<file path="config.mk">
export PLATFORM = sky130hd
export DESIGN_NAME = sega_pad_emulator
export DESIGN_NICKNAME = d
export VERILOG_FILES = /design/src/rtl/sega_pad_emulator.sv
export SDC_FILE = /design/constraint.sdc
export NUM_CORES = 1
export LEC_CHECK = 0
export BUFFER_PORTS_ARGS = -buffer_cell sky130_fd_sc_hd__buf_2
export CAP_MARGIN = 0
export CORE_AREA = 5 5 42 44
export DETAILED_ROUTE_END_ITERATION = 8
export DIE_AREA = 0 0 47 49
export MAX_ROUTING_LAYER = met4
export PLACE_DENSITY = 0.52
export SYNTH_ARGS = -nofsm -noshare
export SYNTH_HDL_FRONTEND = slang
export SYNTH_SLANG_ARGS = --single-unit
</file>
<file path="constraint.sdc">
create_clock -name clk -period 0.8 [get_ports clk]
set_input_delay 0.08 -clock clk [delete_from_list [all_inputs] [get_ports clk]]
set_output_delay 0.08 -clock clk [all_outputs]
set_load 0.005 [all_outputs]
</file>
<file path="src/rtl/sega_pad_emulator.sv">
// sega_pad_emulator: Megadrive 6-button pad as seen from the DB9 connector.
// Drives the six DB9 data pins from a negative-logic MXYZ SACB RLDU button
// word, multiplexed by the pad select line (pin 7).
//
// Build option: define SEGA_PAD_6BTN_EN to get the full 6-button phase
// sequence with its inactivity timeout. Without it the block is a plain
// 3-button pad and phase_o reads 0.
module sega_pad_emulator #(
  parameter int TIMEOUT_CYCLES = 24000,
  parameter int TW             = $clog2(TIMEOUT_CYCLES + 1)
) (
  input  logic        clk,
  input  logic        reset_n,
  input  logic        select_i,
  input  logic [11:0] buttons_n_i,
  output logic [5:0]  db9_o,
  output logic [2:0]  phase_o
);

  // buttons_n_i layout: [11]M [10]X [9]Y [8]Z [7]S [6]A [5]C [4]B [3]R [2]L [1]D [0]U
  // db9_o layout:       [5]p9 [4]p6 [3]right [2]left [1]down [0]up

  logic       sync1_q;
  logic       sel_s_q;
  logic [5:0] db9_q;
  logic [5:0] db9_d;

  // Two-flop synchroniser for the asynchronous select line
  always_ff @(posedge clk) begin
    if (!reset_n) begin
      sync1_q <= 1'b1;
      sel_s_q <= 1'b1;
    end else begin
      sync1_q <= select_i;
      sel_s_q <= sync1_q;
    end
  end

  // Registered DB9 data pins
  always_ff @(posedge clk) begin
    if (!reset_n) begin
      db9_q <= 6'b111111;
    end else begin
      db9_q <= db9_d;
    end
  end

  assign db9_o = db9_q;

`ifdef SEGA_PAD_6BTN_EN

  typedef enum logic [2:0] {
    PH0 = 3'd0,
    PH1 = 3'd1,
    PH2 = 3'd2,
    PH3 = 3'd3,
    PH4 = 3'd4
  } phase_e;

  localparam logic [TW-1:0] TO_MAX = TW'(TIMEOUT_CYCLES);

  phase_e        p_q;
  phase_e        p_d;
  logic          sel_prev_q;
  logic [TW-1:0] to_cnt_q;
  logic [TW-1:0] to_cnt_d;
  logic          fall;
  logic          rise;
  logic          to_hit;

  // Phase state, previous select level and inactivity timer
  always_ff @(posedge clk) begin
    if (!reset_n) begin
      p_q        <= PH0;
      sel_prev_q <= 1'b1;
      to_cnt_q   <= '0;
    end else begin
      p_q        <= p_d;
      sel_prev_q <= sel_s_q;
      to_cnt_q   <= to_cnt_d;
    end
  end

  // Edge detection, inactivity timer and phase sequencing; a falling edge
  // takes priority over a timeout expiring in the same cycle
  always_comb begin
    fall     = sel_prev_q & ~sel_s_q;
    rise     = ~sel_prev_q & sel_s_q;
    to_hit   = (to_cnt_q == TO_MAX);
    to_cnt_d = to_cnt_q;
    p_d      = p_q;

    if (fall || rise) begin
      to_cnt_d = '0;
    end else if (!to_hit) begin
      to_cnt_d = to_cnt_q + TW'(1);
    end

    if (fall) begin
      case (p_q)
        PH0:     p_d = PH1;
        PH1:     p_d = PH2;
        PH2:     p_d = PH3;
        default: p_d = PH4;
      endcase
    end else if (rise && (p_q == PH4)) begin
      p_d = PH0;
    end else if (to_hit) begin
      p_d = PH0;
    end
  end

  // Pad data mux; it looks at the phase being entered so that db9_o and
  // phase_o change on the same clock
  always_comb begin
    db9_d = buttons_n_i[5:0];
    if (sel_s_q) begin
      if (p_d == PH3) begin
        db9_d = {buttons_n_i[5:4], buttons_n_i[11:8]};
      end
    end else begin
      case (p_d)
        PH3:     db9_d = {buttons_n_i[7:6], 4'b0000};
        PH4:     db9_d = {buttons_n_i[7:6], 4'b1111};
        default: db9_d = {buttons_n_i[7:6], 2'b00, buttons_n_i[1:0]};
      endcase
    end
  end

  assign phase_o = p_q;

`else

  // The timeout and the extra buttons have no meaning on a 3-button pad
  logic [TW-1:0] unused_tw;
  logic [3:0]    unused_mxyz;

  assign unused_tw   = TW'(TIMEOUT_CYCLES);
  assign unused_mxyz = buttons_n_i[11:8];

  // 3-button data mux: C/B/directions with select high, S/A/up/down low
  always_comb begin
    db9_d = buttons_n_i[5:0];
    if (!sel_s_q) begin
      db9_d = {buttons_n_i[7:6], 2'b00, buttons_n_i[1:0]};
    end
  end

  assign phase_o = 3'd0;

`endif

endmodule

</file>
-- Yosys cells after proc, flatten, opt, wreduce, memory -nomap -nowiden
Cells that the tools add are included.
- muxes and demuxes: 1
- operators by type and width (cell ; number):
    6-bit two-way mux ; 1
- input port bits: 15
- word-level logic and storage cells: 4
- flip-flop bits (word level): 8
- output and inout port bits: 9

-- Longest topological paths before layout
Gate-level depths: netlist of run 1.
- depth in word-level cells: 1
- gate-level depth with buffers: 2
- depth with buffers taken out: 2

-- Worst setup path after synthesis of run 1
OpenSTA, ideal clock, no wires.
- path type: register to register
- start: reg sel_s_q
- end: reg db9_q[4], in the netlist db9_o[4]
- arrival: 603 ps
- buffers on the path: 0
- slack: 82 ps
- setup time: 115 ps
- clock period less this slack: 718 ps
- required time: 685 ps
- cell stages (with the launch flop): 3
- cells stage by stage: dfxtp_1 -> mux2i_1 -> nand2_1
- cells in the longest elaborated chain, start to end: 1
- RTL lines (element ; RTL line ; text):
    from (decl) ; 24 ; logic sel_s_q;
    from (signal assigned) ; 35 ; sel_s_q <= sync1_q;
    6-bit two-way mux ; 144 ; if (!sel_s_q) begin
    to (signal assigned) ; 42 ; db9_q <= 6'b111111;
    to (signal assigned) ; 44 ; db9_q <= db9_d;
    to (decl) ; 25 ; logic [5:0] db9_q;
Every way passes these cells.
A chain may end at the register's enable or synchronous reset.

-- Final worst setup path of run 1
- start: reg db9_q[5], in the netlist db9_o[5]
- end: out db9_o[5]
- RTL lines (element ; RTL line ; text):
    to (decl) ; 16 ; output logic [5:0] db9_o,
No word-level cell between the ends.

==> metrics.md, run 1 <==
| Metric | Value |
|---|---|
| Result of the run | `completed` |
| Class of the tightest hold or removal check | `primary input to flip-flop` |
| Maximum clock rate | `1370 MHz` |
| Final #Nets | `61` |
| Netlist area before placement | `254 um2` |
| Number of distinct library cell variants in the gate-level netlist after synthesis | `6` |
| Global-route congestion overflow total | `0` |
| Part of the cycle the worst path needs | `91.2%` |
| Number of rows in the core area | `14` |
| Post-Layout Cell Count | `60` |
| Final wirelength | `468 um` |
| Number of detailed-route iterations in the first pass | `2` |
| Final weighted congestion in routability-driven placement | `0.578` |
| Count of input and output buffers | `16` |
| Detailed Route Iter0 Violations | `2` |
| Maximum Capacitance Violations | `0` |
| TritonCTS clock tree | `done` |
| Post-route total power | `790 uW` |
| Worst path top cell family by delay | `flip-flops` |
| Worst-case vdd ir drop | `0.000759 V` |
| Final worst path period need | `0.730 ns` |
| Overall global routing resource usage | `4.99%` |
| Setup violation total in the final timing report | `0` |
| Required time at the endpoint of the critical path | `0.72 ns` |
| Share of cells above drive strength 1 | `47.7%` |
| Vias per cell | `3.57` |
| Total number of vias | `214` |
| Largest driver fanout on the critical path | `1` |
| Overall die height | `49 um` |
| Number of placed instances, taps included | `56` |
| Syn-to-layout area delta | `49.8%` |
| Final Max Tran Viols | `0` |
| Placeable core region | `0.00140 mm2` |
| Mean post-synth cell area | `10.6 um2` |
| RSZ-0062 raised after global routing | `false` |
| Buffers & Inverters on Critical Path | `1` |
| Number of placed I/O pins | `24` |
| Number of failing hold endpoints at the final stage | `0` |
| Root buffer cell | `sky130_fd_sc_hd__clkbuf_4` |
| Cells after Synth | `24` |
| Global-route wire length before repair | `703 um` |
| DRC violation count after routing | `0` |
| Max H-tree Level | `1` |
| Critical path's largest stage delay | `0.29 ns` |
| Number of nets with antenna violations after detailed routing | `0` |
| Setup skew after layout | `0.00124 ns` |
| Number of global-route vias before repair | `198` |
| Initial standard-cell utilization of the core | `18.1%` |
| Inserted Diodes | `0` |
| CTS Buffer Depth | `2` |
| Critical path class | `flip-flop to output pin` |
| Worst endpoint data arrival time | `0.65 ns` |
| Pin count of the biggest net entering global routing | `9` |
| Filler cell count in the final layout | `167` |
| Clock edge transition at the registers on the reported setup and hold paths | `0.05 ns` |
| Share of synthesized area occupied by flip-flops and latches | `63.1%` |
| Clock latency on the worst-skew pair | `0.24 ns` |
| Die Wd | `47 um` |
| TritonCTS buffer count | `3` |
| Die area | `0.00230 mm2` |
| Wire length per cell after detailed routing | `7.80 um` |
| Endpoint kind of the worst setup timing path | `output pin` |
| Cell type of the slowest stage on the worst timing path | `sky130_fd_sc_hd__dfxtp_1` |
| Number of storage elements in the synthesis netlist | `8` |
| Power density normalized to cell area | `2080 mW/mm2` |
| Number of antenna violations at the first check in global routing | `0` |
| Setup TNS | `0 ns` |
| Cells along the critical path | `buf_2` |
| Total clock sinks | `8` |
| Pleak | `0.000199 uW` |
| Yosys Warn Count | `0` |
| Kind of start point of the critical path | `flip-flop` |
report_power, final:
part	total [uW]	switching (uW)	internal (uW)
logic	76.9	30.8	46.2
clock network	285	115	170
registers	428	5.71	423
total	790	151	639
routing by layer:
| layer | GRT usage (%) | part of all wire, % | vias to the layer above |
|---|---|---|---|
| met5 | - | 0 | - |
| met4 | 2.76 | 0 | 0 |
| met3 | 6.64 | 18 | 0 |
| met2 | 6.56 | 50 | 15 |
| met1 | 3.54 | 31 | 92 |
| li1 | - | - | 107 |
state kept, by name, summed over array words and instances, names as in the netlist:
| signal | cells |
|---|---|
| sel_s_q | 1 |
| db9_o | 6 |
| sync1_q | 1 |
layout by cell type, fill, tap and decap left out:
| cell type | n |
|---|---|
| sky130_fd_sc_hd__dfxtp_1 | 7 |
| sky130_fd_sc_hd__buf_4 | 1 |
| sky130_fd_sc_hd__conb_1 | 3 |
| sky130_fd_sc_hd__mux2i_1 | 2 |
| sky130_fd_sc_hd__nand2b_1 | 4 |
| sky130_fd_sc_hd__clkbuf_4 | 3 |
| sky130_fd_sc_hd__buf_2 | 16 |
| sky130_fd_sc_hd__dlygate4sd3_1 | 1 |
| sky130_fd_sc_hd__dfxtp_2 | 1 |
| sky130_fd_sc_hd__nand2_1 | 6 |
stage by stage:
step	setup WS (ns)	utilization [%]	instance area, um2	hold slack (ns)
final	0.0701	27.1	380	0.0150
after CTS	0.0348	26.3	369	0.00276
after global placement	0.0414	24.7	347	0.259
after floorplan	0.0815	-	262	0.142
after global routing	0.0268	27.1	380	0.00380
after detailed placement	0.0417	24.7	347	0.265
what timing repair did:
item	in CTS	in global routing
hold buffers	0	1
hold endpoints to repair	0	1
setup buffers	0	0
resized for setup	0	1
setup endpoints to repair	0	1
layout make-up:
type | instances | area, um2 | area share (%)
clock buffers | 3 | 22.5 | 5.92
multi-input cells | 15 | 78.8 | 20.7
flip-flops and latches | 8 | 161 | 42.4
well taps | 16 | 20.0 | 5.26
repair buffers | 18 | 97.6 | 25.7
worst paths after layout:
check / to / from / cells past startpoint / slack (ns)
worst max-delay path: db9_o[5] / db9_o[5] / 1 / 0.07
worst min-delay path: db9_o[0] / buttons_n_i[0] / 2 / 0.02
worst max register to register: db9_o[5] / sel_s_q / 2 / 0.09
worst min register to register: sel_s_q / sync1_q / 1 / 0.41
kinds of logic after synthesis:
| group | Yosys count | share of synthesized area, % |
|---|---|---|
| flops | 8 | 63.1 |
| mux | 2 | 7.88 |
| other cells | 1 | 1.48 |
| simple gates | 10 | 18.7 |
| buf+inv | 3 | 8.87 |
Yosys cell counts:
cell type | number | share of area, %
sky130_fd_sc_hd__dfxtp_1 | 8 | 63
sky130_fd_sc_hd__nand2b_1 | 4 | 9.9
sky130_fd_sc_hd__buf_4 | 3 | 8.9
sky130_fd_sc_hd__nand2_1 | 6 | 8.9
sky130_fd_sc_hd__conb_1 | 1 | 1.5
sky130_fd_sc_hd__mux2i_1 | 2 | 7.9
No activity file was read; power rests on OpenSTA's default activity.
==> inputs of run 2 (changes only) <==
--- a/config.mk
+++ b/config.mk
@@ -5,7 +5,7 @@
 export SDC_FILE = /design/constraint.sdc
 export NUM_CORES = 1
 export LEC_CHECK = 0
-export BUFFER_PORTS_ARGS = -buffer_cell sky130_fd_sc_hd__buf_2
+export BUFFER_PORTS_ARGS = -buffer_cell sky130_fd_sc_hd__clkbuf_2
 export CAP_MARGIN = 0
 export CORE_AREA = 5 5 42 44
 export DETAILED_ROUTE_END_ITERATION = 8
==> run 2 against run 1 <==
  * Worst hold slack improved by 0.0054 ns
  * Utilization is 0.71 points higher
  * Power rose by 1.4%
  * Sequential share of layout area fell by 1.1 points
  * Fmax is 0.36% lower
  * Sequential power barely moved
  * Critical path depth stayed put
  * Critical endpoint unchanged
  * Non-clock buffer count increased by 1
  * Register-to-register slack hardly changed
  * Setup slack got worse by 0.0026 ns
  * Highest routed layer unchanged
==> metrics.md, run 2 (same netlist as run 1, synthesis figures left out) <==
| Metric | Value |
|---|---|
| Number of placed I/O pins | `24` |
| Min Hold Slack | `0.0205 ns` |
| Number of antenna violations at the first check in global routing | `0` |
| Result of the run | `completed` |
| Final core occ | `27.9%` |
| Buffers & Inverters on Critical Path | `1` |
| Kind of start point of the critical path | `flip-flop` |
| Number of flip-flops in the largest register | `6` |
| Wire length per cell after detailed routing | `8.15 um` |
| Final #Nets | `62` |
| Required time at the endpoint of the critical path | `0.72 ns` |
| Cell type of the slowest stage on the worst timing path | `sky130_fd_sc_hd__dfxtp_1` |
| Post-Place Worst Slack | `0.0343 ns` |
| Filler cell count in the final layout | `168` |
| Maximum clock rate | `1370 MHz` |
| Initial standard-cell utilization of the core | `18.1%` |
| Largest driver fanout on the critical path | `1` |
| Endpoint of the most critical register-to-register path | `db9_o[5]` |
| Critical path depth in cells | `1` |
| TritonCTS clock tree | `done` |
| Setup slack of the critical path after layout | `0.0675 ns` |
| Number of buffers inserted by post-CTS setup repair | `0` |
| Setup violation total in the final timing report | `0` |
| Detailed Route Iter0 Violations | `1` |
| Die Wd | `47 um` |
| Pleak | `0.000210 uW` |
| Startpoint of the worst register-to-register path | `sel_s_q` |
| Global-route wire length before repair | `717 um` |
| Number of placed instances, taps included | `56` |
| Endpoint kind of the worst setup timing path | `output pin` |
| Startpoint of the most critical setup path | `db9_o[5]` |
| Placeable core region | `0.00140 mm2` |
| Final worst path period need | `0.733 ns` |
| Share of cells above drive strength 1 | `46.7%` |
| DRC violation count after routing | `0` |
| Number of failing hold endpoints at the final stage | `0` |
| Global-route congestion overflow total | `0` |
| Cells along the critical path | `clkbuf_2` |
| Overall global routing resource usage | `5.07%` |
| Worst hold start | `buttons_n_i[1]` |
| End point of the critical path | `db9_o[5]` |
| Overall die height | `49 um` |
| Max H-tree Level | `1` |
| Final wirelength | `497 um` |
| Root buffer cell | `sky130_fd_sc_hd__clkbuf_4` |
| Worst endpoint data arrival time | `0.65 ns` |
| Number of global-route vias before repair | `172` |
| Number of rows in the core area | `14` |
| Setup skew after layout | `0.00210 ns` |
| Count of input and output buffers | `16` |
| Part of the cycle the worst path needs | `91.6%` |
| Worst path top cell family by delay | `flip-flops` |
| Worst-case vdd ir drop | `0.000744 V` |
| Critical path class | `flip-flop to output pin` |
| Maximum Capacitance Violations | `0` |
| Pin count of the biggest net entering global routing | `9` |
| Clock edge transition at the registers on the reported setup and hold paths | `0.05 ns` |
| TritonCTS buffer count | `3` |
| Syn-to-layout area delta | `53.7%` |
| RSZ-0062 raised after global routing | `false` |
| Die area | `0.00230 mm2` |
| Number of detailed-route iterations in the first pass | `3` |
| Setup slack, reg-to-reg | `0.09 ns` |
| Setup TNS | `0 ns` |
| Final weighted congestion in routability-driven placement | `0.581` |
| Final Max Tran Viols | `0` |
| Hold Path Cell Cnt | `2` |
| Clock latency on the worst-skew pair | `0.25 ns` |
| Vias per cell | `3.61` |
| Total clock sinks | `8` |
| CTS Buffer Depth | `2` |
| Total number of vias | `220` |
| Number of nets with antenna violations after detailed routing | `0` |
| Power density normalized to cell area | `2050 mW/mm2` |
| Critical path's largest stage delay | `0.30 ns` |
| Class of the tightest hold or removal check | `primary input to flip-flop` |
| Inserted Diodes | `0` |
| R2R cell count | `2` |
| Leading cell types in the layout, fill and taps excluded | `sky130_fd_sc_hd__clkbuf_2, sky130_fd_sc_hd__dfxtp_1, sky130_fd_sc_hd__nand2_1` |
| Most frequent standard cell in the layout excluding fill and tap cells | `sky130_fd_sc_hd__clkbuf_2` |
| Post-Layout Cell Count | `61` |
==> run 2: changes by cell type in the layout (fill, tap and decap cells not counted), sizes merged <==
cell,previous run,this run
buf,17,1
clkbuf,3,19
dlygate4sd3,1,2
==> run 2: final cells by class <==
cell class                 instances  area [um2]  area share, %
multi-input combinational         15        78.8           20.2
clock buffer                       3        22.5           5.77
timing repair buffer              19         108           27.6
sequential                         8         161           41.3
tap                               16        20.0           5.13
==> run 2: how the worst min path moves through the flow <==
stage	to	slack (ns)
2_1_floorplan	db9_o[2]	0.14
3_3_place_gp	sync1_q	0.26
3_5_place_dp	sync1_q	0.26
4_1_cts	db9_o[0]	0.008
5_1_grt	db9_o[1]	0.01
6_report	db9_o[1]	0.02
==> run 2: routing by layer <==
| layer | vias to the layer above | share of wire, % | track usage, % |
|---|---|---|---|
| met4 | 0 | 0 | 1.38 |
| met3 | 0 | 16 | 6.64 |
| met1 | 95 | 34 | 4.88 |
| met5 | - | 0 | - |
| li1 | 110 | - | - |
| met2 | 15 | 51 | 6.11 |
==> run 2: where the power goes <==
part	internal, uW	switching (uW)
registers	423	6.53
logic	49.3	31.0
clock network	171	121
==> run 2: repair_timing <==
action	in CTS	in global routing
endpoints found under the hold margin	1	1
resized for setup	0	1
hold buffers	1	1
endpoints found under the setup margin	0	1
==> run 2: through the flow <==
| stage | power (uW) | cell area, um2 |
|---|---|---|
| detailed placement | 512 | 347 |
| finish | 801 | 390 |
| floorplan | 472 | 262 |
| global placement | 510 | 347 |
| CTS | 823 | 379 |
| global route | 869 | 390 |
